`src/rtl/trn_stat.sv`:
```
// trn_stat: TRN-side link/packet/error statistics packed into one status word for sys_clk.
// Latency: packet counters update 1 cycle after the beat; stat_trn 1 cycle after the counters.
// Backpressure: none; passively observes the rx/tx handshakes and never stalls the TRN interface.
//
// Ports:
//   trn_clk, trn_reset_n            TRN clock, asynchronous active-low reset
//   trn_lnk_up_n                    link status, low = link up
//   trn_rsof_n, trn_reof_n          rx start/end of frame (active low)
//   trn_rsrc_rdy_n, trn_rdst_rdy_n  rx handshake (active low)
//   trn_tsof_n, trn_teof_n          tx start/end of frame (active low)
//   trn_tsrc_rdy_n, trn_tdst_rdy_n  tx handshake (active low)
//   trn_fc_sel, trn_fc_ph           flow-control selector and posted-header credits
//   stat_trn                        {1'b1, fc_sel[2:0], err_cnt[3:0], fc_ph[7:0], tx_cnt[7:0], rx_cnt[7:0]}
//
// Build option TRN_STAT_HOLD_EN: stat_trn refreshes only once every 16 ACTIVE
// cycles, so the multi-bit word stays stable long enough to be sampled in sys_clk.

module trn_stat (
  input  logic        trn_clk,
  input  logic        trn_reset_n,
  input  logic        trn_lnk_up_n,
  input  logic        trn_rsof_n,
  input  logic        trn_reof_n,
  input  logic        trn_rsrc_rdy_n,
  input  logic        trn_rdst_rdy_n,
  input  logic        trn_tsof_n,
  input  logic        trn_teof_n,
  input  logic        trn_tsrc_rdy_n,
  input  logic        trn_tdst_rdy_n,
  input  logic [2:0]  trn_fc_sel,
  input  logic [7:0]  trn_fc_ph,
  output logic [31:0] stat_trn
);

  // --------------------------------------------------------------------------
  // Link FSM
  // --------------------------------------------------------------------------
  typedef enum logic [0:0] {
    LINK_DOWN = 1'b0,
    ACTIVE    = 1'b1
  } state_t;

  state_t state;
  state_t state_nxt;
  logic   run;  // ACTIVE and link still up: the only cycles in which beats count

  always_ff @(posedge trn_clk or negedge trn_reset_n) begin
    if (!trn_reset_n) begin
      state <= LINK_DOWN;
    end else begin
      state <= state_nxt;
    end
  end

  // The cycle that brings the link up is still a LINK_DOWN cycle, so its
  // beats are ignored; the cycle that drops the link clears everything.
  always_comb begin
    state_nxt = state;
    run       = 1'b0;
    case (state)
      LINK_DOWN: begin
        if (!trn_lnk_up_n) begin
          state_nxt = ACTIVE;
        end
      end
      ACTIVE: begin
        if (trn_lnk_up_n) begin
          state_nxt = LINK_DOWN;
        end else begin
          run = 1'b1;
        end
      end
      default: begin
        state_nxt = LINK_DOWN;
      end
    endcase
  end

  // --------------------------------------------------------------------------
  // Beat decode
  // --------------------------------------------------------------------------
  logic rx_beat;
  logic tx_beat;

  assign rx_beat = !trn_rsrc_rdy_n && !trn_rdst_rdy_n;
  assign tx_beat = !trn_tsrc_rdy_n && !trn_tdst_rdy_n;

  // --------------------------------------------------------------------------
  // Per-direction packet tracker
  // --------------------------------------------------------------------------
  typedef struct packed {
    logic in_pkt;   // next value of the in-packet flag
    logic cnt_inc;  // a packet completes on this beat
    logic err;      // framing error on this beat
  } trk_t;

  // sof while a packet is open aborts it (error, not counted) and the new
  // packet takes its place; sof+eof on one beat is always a complete packet.
  // eof with nothing open and no sof is an orphan and only counts as an error.
  function automatic trk_t pkt_trk(input logic beat, input logic sof,
                                   input logic eof, input logic in_pkt);
    trk_t t;
    t.in_pkt  = in_pkt;
    t.cnt_inc = 1'b0;
    t.err     = 1'b0;
    if (beat) begin
      t.cnt_inc = eof && (sof || in_pkt);
      t.err     = (sof && in_pkt) || (eof && !sof && !in_pkt);
      if (sof) begin
        t.in_pkt = !eof;
      end else if (eof) begin
        t.in_pkt = 1'b0;
      end
    end
    return t;
  endfunction

  logic rx_in_pkt;
  logic tx_in_pkt;
  trk_t rx_trk;
  trk_t tx_trk;

  assign rx_trk = pkt_trk(rx_beat, !trn_rsof_n, !trn_reof_n, rx_in_pkt);
  assign tx_trk = pkt_trk(tx_beat, !trn_tsof_n, !trn_teof_n, tx_in_pkt);

  // --------------------------------------------------------------------------
  // Counters
  // --------------------------------------------------------------------------
  logic [7:0] rx_cnt;
  logic [7:0] tx_cnt;
  logic [3:0] err_cnt;
  logic [4:0] err_sum;
  logic [3:0] err_cnt_nxt;

  // Up to two errors per cycle (one per direction); saturate at 15.
  assign err_sum     = {1'b0, err_cnt} + {4'd0, rx_trk.err} + {4'd0, tx_trk.err};
  assign err_cnt_nxt = err_sum[4] ? 4'hF : err_sum[3:0];

  // Outside run everything returns to zero, which also drops any open
  // packet on a link loss without counting it or flagging an error.
  always_ff @(posedge trn_clk or negedge trn_reset_n) begin
    if (!trn_reset_n) begin
      rx_in_pkt <= 1'b0;
      tx_in_pkt <= 1'b0;
      rx_cnt    <= 8'd0;
      tx_cnt    <= 8'd0;
      err_cnt   <= 4'd0;
    end else if (!run) begin
      rx_in_pkt <= 1'b0;
      tx_in_pkt <= 1'b0;
      rx_cnt    <= 8'd0;
      tx_cnt    <= 8'd0;
      err_cnt   <= 4'd0;
    end else begin
      rx_in_pkt <= rx_trk.in_pkt;
      tx_in_pkt <= tx_trk.in_pkt;
      rx_cnt    <= rx_cnt + {7'd0, rx_trk.cnt_inc};
      tx_cnt    <= tx_cnt + {7'd0, tx_trk.cnt_inc};
      err_cnt   <= err_cnt_nxt;
    end
  end

  // --------------------------------------------------------------------------
  // Status word
  // --------------------------------------------------------------------------
  logic [31:0] stat_nxt;
  logic        stat_upd;

  // Built from the counter registers as they stand this cycle, so the word
  // trails the counters by one cycle.
  assign stat_nxt = {1'b1, trn_fc_sel, err_cnt, trn_fc_ph, tx_cnt, rx_cnt};

`ifdef TRN_STAT_HOLD_EN
  logic [3:0] hold_cnt;

  always_ff @(posedge trn_clk or negedge trn_reset_n) begin
    if (!trn_reset_n) begin
      hold_cnt <= 4'd0;
    end else if (!run) begin
      hold_cnt <= 4'd0;
    end else begin
      hold_cnt <= hold_cnt + 4'd1;
    end
  end

  // First refresh lands on the 16th ACTIVE cycle, then every 16 cycles.
  assign stat_upd = run && (hold_cnt == 4'hF);
`else
  assign stat_upd = run;
`endif

  always_ff @(posedge trn_clk or negedge trn_reset_n) begin
    if (!trn_reset_n) begin
      stat_trn <= 32'd0;
    end else if (!run) begin
      stat_trn <= 32'd0;
    end else if (stat_upd) begin
      stat_trn <= stat_nxt;
    end
  end

endmodule

```
`config.mk`:
```
export PLATFORM = sky130hd
export DESIGN_NAME = trn_stat
export DESIGN_NICKNAME = d
export VERILOG_FILES = /design/src/rtl/trn_stat.sv
export SDC_FILE = /design/constraint.sdc
export NUM_CORES = 1
export LEC_CHECK = 0
export CELL_PAD_IN_SITES_DETAIL_PLACEMENT = 1
export CELL_PAD_IN_SITES_GLOBAL_PLACEMENT = 2
export CORE_ASPECT_RATIO = 0.7
export CORE_UTILIZATION = 33
export DETAILED_ROUTE_END_ITERATION = 10
export MAX_ROUTING_LAYER = met4
export PLACE_DENSITY_LB_ADDON = 0.25
export SLEW_MARGIN = 15
export SYNTH_ARGS = -nofsm -noshare
export SYNTH_HDL_FRONTEND = slang
export SYNTH_SLANG_ARGS = --single-unit
```
`constraint.sdc`:
```
create_clock -name trn_clk -period 4.8 [get_ports trn_clk]
set_input_delay 0.72 -clock trn_clk [delete_from_list [all_inputs] [get_ports trn_clk]]
set_output_delay 0.72 -clock trn_clk [all_outputs]
set_load 0.05 [all_outputs]
```
* Word-level counts from Yosys, hierarchy flattened
Cells that the tools add are included.
Word-level totals: bits of input ports 22, logic and storage cells 56, output and inout bits 32, register bits 55
Cells by class: equal/unequal tests 4, reduce and logical (&&, ||, !) cells 26, add/sub/neg operators 4, multiplexer cells 15
Operators with widths (number):
- 32-bit two-way mux | 1
- 8-bit by 1-bit adder with 8-bit output | 2
- 8-bit two-way mux | 2
- 1-bit logical AND | 10
- 1-bit logical NOT | 10
- 1-bit two-way mux | 8
- 4-bit two-way mux | 2
- 3-bit two-way mux | 2
- 3-bit != test, second input constant | 2
- 4-bit by 1-bit adder with 5-bit output | 1
- 5-bit by 1-bit adder with 5-bit output | 1
- 1-bit logical OR | 4
- 2-bit by 1-bit != test with 1-bit output, second input constant | 2
- 2-bit AND reduction | 2

* Depth between registers and ports, before layout
Gate-level depths: netlist (run 1).
depth after elaboration 9, mapped depth 7, gate-level depth less buffers 7

* Worst setup path before layout (run 1)
Ideal clock, no wire load.
path kind input to register, start input trn_reof_n, end register rx_cnt[6], setup slack 2701 ps, arrival time 2022 ps, library setup time 77 ps, path buffers 0, cell stages on the path 7, data required time 4723 ps, path through nor3_1 a21boi_0 ha_1 ha_1 nand2_1 or3_1 a21oi_1
On the way: cells in the longest elaborated chain, start to end 5
RTL lines:
- start: declaration | line 23 | input logic trn_reof_n,
- 1-bit logical NOT | line 123 | assign rx_trk = pkt_trk(rx_beat, !trn_rsof_n, !trn_reof_n, rx_in_pkt);
- 1-bit logical AND | line 107 | t.cnt_inc = eof && (sof || in_pkt);
- 3-bit two-way mux | line 106 | if (beat) begin
- 8-bit by 1-bit adder with 8-bit output | line 157 | rx_cnt <= rx_cnt + {7'd0, rx_trk.cnt_inc};
- 8-bit two-way mux | line 148 | end else if (!run) begin
- end signal: assignment | line 157
- end: declaration | line 129 | logic [7:0] rx_cnt;
No other way between the ends. The select of a mux whose other input is x is not followed. A chain may end at the register's enable or synchronous reset.

* Worst setup path in the final report (run 1)
start input trn_lnk_up_n, end register tx_cnt[7]
On the way: cells in the longest elaborated chain, start to end 3
RTL lines:
- start: declaration | line 21 | input logic trn_lnk_up_n,
- 1-bit two-way mux | line 67 | if (trn_lnk_up_n) begin
- 1-bit two-way mux | line 60 | case (state)
- 8-bit two-way mux | line 148
- end signal: assignment | line 158 | tx_cnt <= tx_cnt + {7'd0, tx_trk.cnt_inc};
- end: declaration | line 130 | logic [7:0] tx_cnt;
No other way between the ends.

==> flow_metrics.tcl, run 1 <==
set metrics [dict create \
    grt_antenna_before_repair 0 \
    maxSlewHeadroom_pct 46.3 \
    worstSetupPathType "in -> reg" \
    path_cells "clkdlybuf4s50_1 -> nand2b_1 -> inv_1 -> and2_1 -> mux2_2" \
    clock.fmax_ghz 0.345 \
    ctsLongestPathBuffers 2 \
    cts_max_level 2 \
    final_nets 258 \
    first_pass_iters 4 \
    ys_types 25 \
    final_layout_size_suffix_gt1_share_pct 5.63 \
    root_buffer "clkbuf_8" \
    crit_arrival_ns 3.09 \
    hold_buffers 0 \
    drt_iter0_drc 47 \
    drv_cap 0 \
    ys.warnings.count 0 \
    hp-class "reg -> reg" \
    grt_max_degree 56 \
    ant_nets 0 \
    wl_per_cell_um 13.8 \
    start_util_pct 35.4 \
    status "completed" \
    p_total_uw 788 \
    grt_usage_pct 14.8 \
    worst-path-buf-inv 2 \
    period_needed_ns 2.90 \
    leakagePower_nw 1.26 \
    fillCellCount 637 \
    start_kind "input pin" \
    coreArea_um2 5930 \
    dpl_cell_area_um2 2700 \
    final_cell_mix "55 x dfrtp_1, 52 x clkdlybuf4s50_1, 32 x and2_1" \
    detail_route.wirelength_mm 4.23 \
    die_h_um 68.7 \
    cp_slowest_cell "nand2b_1" \
    final_common_cell "dfrtp_1" \
    syn_inst 174 \
    cts.clk_slew.worst_paths_ns 0.09 \
    num_rows 23 \
    die_area_um2 6680 \
    post_cts_resized 0 \
    period_share_pct 60.4 \
    finalSetupTns_ns 0 \
    clkSinkCount 55 \
    design_area_um2 2790 \
    skew_ns 0.00397 \
    die_w_um 97.3 \
    ys_seq_elements 55 \
    worst_pin_slew_ns 0.805 \
    timing.final.ws_setup_ns 1.90 \
    syn_area_um2 2100 \
    hold_ws_ns 0.498 \
    grt_first_pass_wirelength_mm 7.40 \
    hold_viol 0 \
    slowest_delay_ns 0.64 \
    dpl_worst_slack_ns 1.51 \
    syn-num-nets 202 \
    post_cts_buffers 0 \
    avgSynthCellArea_um2 12.1 \
    rsz0062_at_grt "false" \
    io_pins 54 \
    grt_pass1_vias 1555 \
    clk_latency_ns 0.30 \
    place.gp.congestion 0.697 \
    routed_via_density 4.69 \
    setup_viol 0 \
    hpwlAfterDp_mm 2.97 \
    antenna_cells 0 \
    path_max_fanout 35 \
    pwr_density_cell_nw_per_um2 283 \
    synthToLayoutAreaGrowth_pct 33.0 \
    end_kind "flip-flop" \
    cpLargestDelayFamily "buffers and inverters" \
    drc 0 \
    cp.required_ns 4.99 \
    port_buffers 53 \
    ir_drop_mv 0.125 \
    yosysSeqAreaShare_pct 65.6 \
    grt_overflow 0 \
    slew_violations 0 \
    dr_total_vias 1436 \
    cts_tree "built" \
    cts-buffers-inserted 5 \
]
cell type report:
cell class                 instances  area, um^2  area share [%]
clock buffer                       5        68.8            2.47
clock inverter                     3        18.8           0.673
sequential                        55        1380            49.3
inverter                           6        22.5           0.808
multi-input combinational        108         676            24.2
timing repair buffer              54         533            19.1
tap                               75        93.8            3.36
synthesized netlist by cell type:
cell / instances / area share (%)
mux2_2: 1 / 0.54
nand4_1: 1 / 0.30
inv_1: 6 / 1.1
nand3_2: 1 / 0.48
fa_1: 1 / 0.95
and2_2: 1 / 0.36
mux2i_1: 2 / 0.95
xor2_1: 4 / 1.7
a211oi_1: 1 / 0.36
buf_2: 3 / 0.72
o21ai_0: 6 / 1.4
a31oi_1: 3 / 0.90
xnor2_1: 2 / 0.84
nand2b_1: 1 / 0.30
dfrtp_1: 55 / 66
nor2_1: 15 / 2.7
a21oi_1: 5 / 1.2
or3_1: 5 / 1.5
a21boi_0: 2 / 0.72
and2_1: 32 / 9.5
nand2_1: 4 / 0.72
clkbuf_1: 2 / 0.36
ha_1: 5 / 3.0
nand3_1: 6 / 1.4
nor3_1: 10 / 2.4
where the power goes:
part / internal (mW) / switching, mW
logic: 0.0270 / 0.0393
clock network: 0.103 / 0.149
registers: 0.468 / 0.00180
stage by stage:
step	utilization (%)	cells
6_report	47.0	306
5_1_grt	47.0	306
4_1_cts	47.0	306
3_3_place_gp	45.6	298
2_1_floorplan	-	174
3_5_place_dp	45.6	298
metal layers:
layer	vias up	share of wire, %	track usage, %	wire (um)
met3	2	3.1	4.84	130
met1	728	46	17.8	1960
met2	26	50	24.8	2110
li1	680	-	-	-
met4	0	0.59	3.31	25
met5	-	0	-	0
state kept, by name, indices dropped and copies added (netlist names):
signal / cells
err_cnt: 4
rx_cnt: 8
rx_in_pkt: 1
stat_trn: 32
state: 1
tx_cnt: 8
tx_in_pkt: 1
path summary, 6_finish.rpt:
| kind | start | end | slack [ns] | cells past startpoint |
|---|---|---|---|---|
| worst max-delay path | trn_lnk_up_n | tx_cnt[7] | 1.90 | 5 |
| worst max register to register | state | tx_cnt[7] | 2.50 | 4 |
| min in group asynchronous | trn_reset_n | stat_trn[0] | 0.52 | 2 |
| worst min-delay path | tx_cnt[0] | stat_trn[8] | 0.50 | 1 |
| max in group asynchronous | trn_reset_n | stat_trn[9] | 3.80 | 2 |
| worst min register to register | tx_cnt[0] | stat_trn[8] | 0.50 | 1 |
cell families after synthesis:
group / after synthesis / share of synthesized area [%]
adders and majority gates: 6 / 3.94
and+or+nand+nor: 76 / 19.7
muxes: 3 / 1.49
xor gates and xnor gates: 6 / 2.51
DFF: 55 / 65.6
buffers and inverters: 11 / 2.15
AOI/OAI and AO/OA: 17 / 4.59
Power figures use the tool's default switching activity.
==> run 2: changes to the inputs <==
Settings changed: CORE_UTILIZATION 33 to 31.
Clock period 4.8 ns to 2.92 ns, I/O delays scaled along.
==> flow_metrics.tcl, run 2 (synthesis results as in run 1) <==
set metrics [dict create \
    maxSlewHeadroom_pct 63.7 \
    start_util_pct 32.9 \
    post_cts_resized 0 \
    grt_antenna_before_repair 0 \
    worst_pin_slew_ns 0.542 \
    antenna_cells 0 \
    die_h_um 70.8 \
    cts_max_level 2 \
    hold_viol 0 \
    io_pins 54 \
    die_w_um 100 \
    final_common_cell "dfrtp_1" \
    end_kind "flip-flop" \
    reg2reg_to "err_cnt[3]" \
    internal_power_uw 984 \
    fillCellCount 726 \
    coreArea_um2 6370 \
    finalSetupTns_ns 0 \
    leakagePower_nw 1.27 \
    status "completed" \
    first_pass_iters 3 \
    port_buffers 53 \
    reg2reg_depth 7 \
    grt_overflow 0 \
    crit_arrival_ns 2.34 \
    rrSetupSlack_ns 1.19 \
    hpwlAfterDp_mm 3.11 \
    post_cts_buffers 0 \
    start_kind "input pin" \
    drt_iter0_drc 18 \
    ir_drop_mv 0.246 \
    drv_cap 0 \
    p_switching_uw 313 \
    hold_buffers 0 \
    slew_violations 0 \
    final_cell_mix "55 x dfrtp_1, 52 x clkdlybuf4s50_1, 32 x and2_1" \
    ant_nets 0 \
    cts_tree "built" \
    clock.fmax_ghz 0.473 \
    detail_route.wirelength_mm 4.35 \
    hp-class "in -> async" \
    reg_top3 "stat_trn (32), rx_cnt (8), tx_cnt (8)" \
    path_max_fanout 3 \
    wl_per_cell_um 13.4 \
    num_rows 24 \
    setup_viol 0 \
    rsz0062_at_grt "false" \
    p_comb_share_pct 8.6 \
    ctsLongestPathBuffers 2 \
    power_frac_seq_pct 59.6 \
    synthToLayoutAreaGrowth_pct 34.5 \
    crit_end "tx_cnt[6]" \
    period_needed_ns 2.11 \
    cts.clk_slew.worst_paths_ns 0.10 \
    pwr_density_cell_nw_per_um2 460 \
    regMostFlops "stat_trn" \
    clk_latency_ns 0.31 \
    period_share_pct 72.3 \
    skew_ns 0.0102 \
    grt_usage_pct 14.4 \
    p_total_mw 1.30 \
    routed_via_density 4.43 \
    r2r_start "tx_in_pkt" \
    p_sw_share_pct 24.1 \
    dr_total_vias 1435 \
    worstSetupPathType "in -> reg" \
    final_nets 260 \
    largest_reg_flops 32 \
    root_buffer "clkbuf_8" \
    grt_pass1_vias 1551 \
    crit_start "trn_tdst_rdy_n" \
    clkSinkCount 55 \
    cts-buffers-inserted 5 \
    final_layout_size_suffix_gt1_share_pct 6.01 \
    hold_ws_ns 0.0860 \
    grt_max_degree 34 \
    clkPwrFrac_pct 31.8 \
    die_area_um2 7100 \
    grt_first_pass_wirelength_mm 7.62 \
    drc 0 \
    cp.required_ns 3.15 \
    place.gp.congestion 0.781 \
]
## run 2: power by group through the flow
stage	registers [mW]	clock network, mW	logic, mW
6_report	0.773	0.413	0.112
3_3_place_gp	0.788	0	0.113
5_1_grt	0.774	0.459	0.123
3_5_place_dp	0.788	0	0.115
2_1_floorplan	0.813	0	0.0213
4_1_cts	0.773	0.437	0.115
## run 2: routing by layer
metal  vias to the layer above  routed length (um)  global-route usage [%]
met4                         0                  47                    3.86
met1                       718                2250                    20.4
met3                         7                 130                    3.56
met2                        24                1920                    20.7
met5                         -                   0                       -
li1                        686                   -                       -
## run 2: worst min path at each step
| stage | startpoint | endpoint | slack (ns) |
|---|---|---|---|
| 4_1_cts | trn_reset_n | stat_trn[4] | 0.09 |
| 3_3_place_gp | trn_reset_n | stat_trn[19] | 0.43 |
| 3_5_place_dp | trn_reset_n | stat_trn[21] | 0.44 |
| 5_1_grt | trn_reset_n | stat_trn[4] | 0.13 |
| 6_report | trn_reset_n | stat_trn[17] | 0.09 |
| 2_1_floorplan | trn_reset_n | err_cnt[0] | 0.14 |
## run 2: cell type report
cell class / count / area, um^2 / area share (%)
Clock inverter: 2 / 12.5 / 0.443
Timing Repair Buffer: 56 / 548 / 19.4
Clock buffer: 6 / 72.6 / 2.57
Tap cell: 91 / 114 / 4.04
Sequential cell: 55 / 1380 / 48.8
Multi-Input combinational cell: 108 / 676 / 23.9
Inverter: 6 / 22.5 / 0.798
## run 2: worst max-delay path: stages
cell             delay (ns)
clkdlybuf4s50_1        0.44
nor3_1                 0.25
a21boi_0               0.23
ha_1                   0.21
ha_1                   0.20
nand2_1                0.08
or3_1                  0.35
a21oi_1                0.14
## run 2: through the flow
stage	setup slack [ns]	std cells	utilization [%]	cell area, um^2
after CTS	0.792	324	44.3	2820
after floorplan	1.10	174	-	2100
after detailed placement	0.464	316	43.0	2740
final	0.808	324	44.3	2820
after global placement	0.553	316	43.0	2740
after global routing	0.583	324	44.3	2820
==> run 3: changes to the inputs <==
Clock period 2.92 ns to 2.2 ns, I/O delays scaled along.
==> flow_metrics.tcl, run 3 (synthesis results as in run 1) <==
set metrics [dict create \
    path_max_fanout 2 \
    drv_cap 0 \
    num_rows 24 \
    place.gp.congestion 0.768 \
    routed_via_density 4.35 \
    maxSlewHeadroom_pct 57.9 \
    ctsLongestPathBuffers 2 \
    leakagePower_nw 1.31 \
    end_kind "flip-flop" \
    cts_tree "built" \
    wl_per_cell_um 13.2 \
    final_common_cell "dfrtp_1" \
    hpwlAfterDp_mm 3.22 \
    final_cell_mix "55 x dfrtp_1, 52 x clkdlybuf4s50_1, 32 x and2_1" \
    period_needed_ns 1.99 \
    die_h_um 70.8 \
    antenna_cells 0 \
    grt_antenna_before_repair 0 \
    pwr_density_cell_nw_per_um2 596 \
    period_share_pct 90.5 \
    skew_ns 0.00720 \
    status "completed" \
    clk_latency_ns 0.31 \
    io_pins 54 \
    rrSetupSlack_ns 0.48 \
    worstSetupPathType "in -> reg" \
    synthToLayoutAreaGrowth_pct 38.4 \
    dpl_cell_area_um2 2820 \
    final_nets 269 \
    crit_start "trn_reof_n" \
    ir_drop_mv 0.207 \
    start_util_pct 32.9 \
    cts_max_level 2 \
    r2r_start "tx_in_pkt" \
    hold_ws_ns 0.0280 \
    finalSetupTns_ns 0 \
    rsz0062_at_grt "false" \
    grt_max_degree 30 \
    reg2reg_depth 7 \
    timing.final.ws_setup_ns 0.208 \
    cts-buffers-inserted 5 \
    first_pass_iters 3 \
    reg2reg_to "err_cnt[3]" \
    drt_iter0_drc 47 \
    slew_violations 0 \
    cts.clk_slew.worst_paths_ns 0.09 \
    final_layout_size_suffix_gt1_share_pct 9.50 \
    crit_arrival_ns 2.22 \
    start_kind "input pin" \
    die_w_um 100 \
    crit_end "rx_cnt[6]" \
    hp-class "in -> async" \
    ant_nets 0 \
    port_buffers 53 \
    grt_overflow 0 \
    largest_reg_flops 32 \
    post_cts_resized 0 \
    die_area_um2 7100 \
    worst_pin_slew_ns 0.632 \
    grt_first_pass_wirelength_mm 7.36 \
    root_buffer "clkbuf_8" \
    grt_usage_pct 14.2 \
    coreArea_um2 6370 \
    detail_route.wirelength_mm 4.38 \
    hold_viol 0 \
    setup_viol 0 \
    grt_pass1_vias 1465 \
    reg_top3 "stat_trn (32), rx_cnt (8), tx_cnt (8)" \
    post_cts_buffers 0 \
    design_area_um2 2900 \
    clkSinkCount 55 \
    dr_total_vias 1447 \
    cp.required_ns 2.43 \
    dpl_worst_slack_ns -0.113 \
    clock.fmax_ghz 0.502 \
    hold_buffers 0 \
    drc 0 \
    regMostFlops "stat_trn" \
]
==> run 3: cell type report <==
| class | instances | area, um^2 |
|---|---|---|
| timing repair buffer | 65 | 628 |
| inverter | 6 | 22.5 |
| clock inverter | 2 | 12.5 |
| multi-input combinational | 108 | 676 |
| clock buffer | 6 | 72.6 |
| tap | 91 | 114 |
| sequential | 55 | 1380 |
| fill | 706 | 3460 |
==> run 3: where the power goes <==
part	internal, mW	switching (mW)
Clock	0.223	0.323
Sequential	1.02	0.00430
Combinational	0.0698	0.0885
Total	1.31	0.416
==> run 3: worst max-delay path, stage by stage <==
cell and delay [ns]:
clkdlybuf4s50_1 0.43, nor3_1 0.25, a21boi_0 0.21, ha_1 0.22, ha_1 0.18, nand2_1 0.06, or3_1 0.36, a21oi_1 0.18
==> run 3: worst min-delay path by stage <==
stage          slack, ns          end  cells after the start
3_5_place_dp        0.39  stat_trn[1]                      1
4_1_cts             0.04  stat_trn[1]                      1
5_1_grt             0.06  stat_trn[1]                      1
3_3_place_gp        0.39  stat_trn[1]                      1
6_report            0.03  stat_trn[1]                      1
2_1_floorplan       0.03   err_cnt[0]                      0
==> run 3: stage by stage <==
step | power, mW | instances | util (%)
5_1_grt | 1.82 | 333 | 45.6
4_1_cts | 1.77 | 333 | 45.6
3_3_place_gp | 1.21 | 325 | 44.2
3_5_place_dp | 1.21 | 325 | 44.2
2_1_floorplan | 1.11 | 174 | -
6_report | 1.73 | 333 | 45.6
==> run 3: layer usage <==
metal	vias to the layer above	GRT usage, %	share of wire (%)	wire (um)
met5	-	-	0	0
met4	0	4.83	1.5	66
met3	7	3.56	3.1	137
met2	25	20.2	45	1960
met1	713	19.8	51	2220
li1	702	-	-	-
